--- config.mk ---
export PLATFORM = sky130hd
export DESIGN_NAME = csa_sub16_seq
export DESIGN_NICKNAME = d
export VERILOG_FILES = /design/src/rtl/csa_sub16_seq.sv
export SDC_FILE = /design/constraint.sdc
export NUM_CORES = 1
export LEC_CHECK = 0
export CAP_MARGIN = 15
export CORE_MARGIN = 5
export CORE_UTILIZATION = 52
export CTS_BUF_LIST = sky130_fd_sc_hd__clkbuf_4
export DETAILED_ROUTE_END_ITERATION = 16
export PLACE_DENSITY_LB_ADDON = 0.15
export SETUP_SLACK_MARGIN = 0.1
export SLEW_MARGIN = 20
export SYNTH_ARGS = -nofsm -noshare
export SYNTH_HDL_FRONTEND = slang
export SYNTH_SLANG_ARGS = --single-unit
export TNS_END_PERCENT = 50
--- constraint.sdc ---
create_clock -name clk -period 4.2 [get_ports clk]
set_clock_uncertainty 0.2 [all_clocks]
set_input_delay 0.63 -clock clk [delete_from_list [all_inputs] [get_ports clk]]
set_output_delay 0.63 -clock clk [all_outputs]
set_load 0.01 [all_outputs]
--- src/rtl/csa_sub16_seq.sv ---
// Sequential N-bit subtractor d = a - b - bin, one M-bit carry-select block per clock.
// Operands are captured in IDLE, blocks are resolved LSB-first in CALC, and the result is held until taken.
module csa_sub16_seq #(
  parameter int N = 16,
  parameter int M = 4
) (
  input  logic         clk,
  input  logic         rst_n,
  input  logic         in_valid,
  output logic         in_ready,
  input  logic [N-1:0] a,
  input  logic [N-1:0] b,
  input  logic         bin,
  output logic         out_valid,
  input  logic         out_ready,
  output logic [N-1:0] d,
  output logic         bout,
  output logic         ovf
);

  localparam int NB = N / M;
  localparam int BW = (NB > 1) ? $clog2(NB) : 1;

  typedef enum logic [1:0] {IDLE, CALC, HOLD} state_t;

  state_t         state, state_nxt;
  logic [N-1:0]   a_q;
  logic [N-1:0]   nb_q;
  logic           carry;
  logic [BW-1:0]  blk;

  logic [M-1:0]   a_blk;
  logic [M-1:0]   nb_blk;
  logic [M:0]     s0;
  logic [M:0]     s1;
  logic [M:0]     sel;
  logic [N-1:0]   d_new;
  logic           last_blk;
  logic           accept;

  // Carry-select pair for the current block; the registered carry picks one.
  always_comb begin
    a_blk    = a_q[int'(blk)*M +: M];
    nb_blk   = nb_q[int'(blk)*M +: M];
    s0       = {1'b0, a_blk} + {1'b0, nb_blk};
    s1       = {1'b0, a_blk} + {1'b0, nb_blk} + {{M{1'b0}}, 1'b1};
    sel      = carry ? s1 : s0;
    d_new    = d;
    d_new[int'(blk)*M +: M] = sel[M-1:0];
    last_blk = (blk == BW'(NB - 1));
  end

  always_ff @(posedge clk or negedge rst_n) begin
    if (!rst_n) begin
      state <= IDLE;
    end else begin
      state <= state_nxt;
    end
  end

  always_comb begin
    state_nxt = state;
    in_ready  = 1'b0;
    out_valid = 1'b0;
    case (state)
      IDLE: begin
        in_ready = 1'b1;
        if (in_valid) state_nxt = CALC;
      end
      CALC: begin
        if (last_blk) state_nxt = HOLD;
      end
      HOLD: begin
        out_valid = 1'b1;
        if (out_ready) state_nxt = IDLE;
      end
      default: state_nxt = IDLE;
    endcase
  end

  assign accept = (state == IDLE) && in_valid;

  // Subtraction runs as a + ~b + ~bin, so b is stored inverted and the carry seeds with ~bin.
  always_ff @(posedge clk or negedge rst_n) begin
    if (!rst_n) begin
      a_q   <= '0;
      nb_q  <= '0;
      carry <= 1'b0;
      blk   <= '0;
      d     <= '0;
      bout  <= 1'b0;
      ovf   <= 1'b0;
    end else if (accept) begin
      a_q   <= a;
      nb_q  <= ~b;
      carry <= ~bin;
      blk   <= '0;
    end else if (state == CALC) begin
      d     <= d_new;
      carry <= sel[M];
      if (last_blk) begin
        blk  <= '0;
        bout <= ~sel[M];
        // Operand signs differ (a vs b, i.e. a equals ~b) and the result sign departs from a.
        ovf  <= (a_q[N-1] == nb_q[N-1]) && (d_new[N-1] != a_q[N-1]);
      end else begin
        blk  <= blk + BW'(1);
      end
    end
  end

endmodule

==> impl_metrics.yaml <==
final_layout:
  drive_above_1_share: 0.0769
  insertedDiodeCount: 0
  stdcell_count: 379
  fin_nets: 360
  fin_area_um2: 3300
  area_growth_pct: 26.4
  final_cell_mix: "nand2_1 (84), dfrtp_1 (55), clkdlybuf4s50_1 (55)"
  final_common_cell: "nand2_1"
clock_network:
  clk_pin_slew_worst_paths_ns: 0.14
  cts_max_path_buffers: 2
  numCtsBuffers: 5
  clock_sinks: 55
  cts_tree: "done"
  postCtsResizedCells: 0
  postCtsHoldBufs: 0
  clk_latency_ns: 0.37
  postCtsSetupBuffers: 0
  htreeDepth: 2
  ctsRootBufferMaster: "clkbuf_4"
pwr:
  leakagePower_nw: 1.53
  p_per_area_nw_per_um2: 826
  intPower_w: 0.00156
  p_sw_w: 0.00116
  power.share.sequential: 0.344
  ir_drop_v: 0.000409
  clock_power_share: 0.102
  comb_power_share: 0.554
  switching_share: 0.427
  p_total_w: 0.00273
global_routing:
  grt_pass1_wl_um: 8910
  grt_start_max_net_pins: 56
  overflow: 0
  antenna_found_initial: 0
  grt_pass1_vias: 1904
  track_usage: 0.180
sta:
  slew_violations: 0
  fin_crit_sh: 0.839
  rsz0062_at_grt: "no"
  max_freq_ghz: 0.284
  setup_viol: 0
  maxSlewHeadroom: 0.534
  fin_crit_ns: 3.52
  worst_pin_slew_ns: 0.699
  finalSetupTns_ns: 0
  finalHoldViolations: 0
logic_synthesis:
  synth_seq_cells: 55
  synth_adder_area_share: 0.0603
  syn-cell-area_um2: 2610
  avgSynthCellArea_um2: 10.2
  syn_inst: 256
  synth_cell_type_count: 34
  synth-seq-area-share: 0.527
  synth_compound_area_frac: 0.122
  synth_top_family_by_area: "simple AND/OR/NAND/NOR gates"
  muxShareOfSynthArea: 0.0766
  yosysWarningCount: 0
  syn-num-nets: 305
  yosys.area_share.xor_xnor: 0.0191
  yosys.area_share.simple: 0.169
placement:
  dp.cells: 371
  place_area_um2: 3230
  hpwl_um: 3990
  io_buffers: 56
  place_congestion: 0.799
drt:
  wl_per_cell_um: 14.1
  via_per_inst: 5.17
  drt_pass1_iterations: 4
  num_vias: 1961
  drt-initial-drc-count: 101
  postRouteAntennaNets: 0
  routed_wl_um: 5330
  drc_errors: 0
critical_path:
  cp.arrival_ns: 3.60
  crit_family: "adder cells"
  cp.required_ns: 4.28
  cp_slowest_stage_delay_ns: 0.82
  cp_max_fo: 15
  critPathLaunchType: "flop"
  crit_type: "reg -> reg"
  r2r_setup_slack_ns: 0.68
  critPathBufInv: 0
  cp_common_cell: "ha_1"
  crit_slowest_cell: "dfrtp_1"
  path_cells: "mux4_2, ha_1, fa_1, ha_1, nand2_1, nor3_1, a221oi_1, o2bb2ai_1, o21ba_2"
  end_kind: "flop"
worst_hold_path:
  min_path_type: "in -> async"
die:
  core_um2: 4790
  ios: 57
  placementRows: 25
  fp.dieW_um: 80.9
  die_area_um2: 6540
  initial_core_util: 0.546
  die_h_um: 80.9
status:
  status: "completed"
job:
  max_cap_viol_count: 0
-- flip-flops by register name (all words and copies together), names as in the netlist --
| name | flops |
|---|---|
| nb_q | 16 |
| carry | 1 |
| a_q | 16 |
| blk | 2 |
| ovf | 1 |
| d | 16 |
| bout | 1 |
| state | 2 |
-- path summary, 6_finish.rpt --
path | startpoint | endpoint | cells after the start
max | blk[0] | carry | 9
min | rst_n | d[12] | 2
max reg2reg | blk[0] | carry | 9
min reg2reg | a_q[10] | a_q[10] | 2
max in group asynchronous | rst_n | nb_q[9] | 2
min in group clk | a_q[10] | a_q[10] | 2
-- power by group through the flow --
stage,clock (W),sequential (W),combinational [W]
2_1_floorplan,0,0.000897,0.00110
3_3_place_gp,0,0.000949,0.00146
3_5_place_dp,0,0.000953,0.00152
4_1_cts,0.000288,0.000942,0.00153
5_1_grt,0.000309,0.000977,0.00171
6_report,0.000278,0.000938,0.00151
-- stage by stage --
stage	worst slack, ns	utilization	hold slack, ns
floorplan	1.05	-	0.134
global route	0.407	0.690	0.190
detailed placement	0.648	0.675	0.262
global placement	0.806	0.675	0.253
finish	0.677	0.690	0.158
CTS	0.624	0.690	0.175
-- kinds of logic after synthesis --
group           count (synthesis)
flops                          55
buf+inv                        18
compound gates                 48
simple gates                  109
xor+xnor                        4
mux                            10
fa+ha+maj                      12
-- synthesized netlist by cell type (all sizes together) --
master	number	area, um2
a21o	1	7.51
a21oi	3	26.3
a221oi	1	8.76
a22o	6	56.3
a311o	1	10.0
and2	1	6.26
buf	2	10.0
clkbuf	8	30.0
dfrtp	55	1380
fa	1	20.0
ha	11	138
inv	8	30.0
mux2i	2	20.0
mux4	8	180
nand2	84	315
nand2b	2	12.5
nand3	6	30.0
nand4	1	6.26
nor2	8	30.0
nor2b	1	6.26
nor3	3	15.0
nor4	1	6.26
o21ai	26	130
o21ba	1	10.0
o21bai	1	7.51
o2bb2ai	1	8.76
o31ai	7	52.6
or3	1	6.26
or4	1	7.51
xnor2	2	17.5
xnor3	1	23.8
xor2	1	8.76
-- cell type report --
| cell class | instances | area [um2] |
|---|---|---|
| Fill cell | 395 | 1480 |
| Sequential cell | 55 | 1380 |
| Multi-Input combinational cell | 183 | 1170 |
| Timing Repair Buffer | 58 | 571 |
| Tap cell | 67 | 83.8 |
| Clock inverter | 3 | 38.8 |
| Clock buffer | 5 | 37.5 |
| Inverter | 8 | 30.0 |
-- metal layers --
layer	part of all wire	routed length [um]	vias up	track usage
met5	0	0	-	0
met4	0.019	99	0	0.0642
met3	0.051	273	6	0.0455
met2	0.47	2530	50	0.290
met1	0.46	2430	919	0.238
li1	-	-	986	-
No activity file was read; power rests on OpenSTA's default activity.
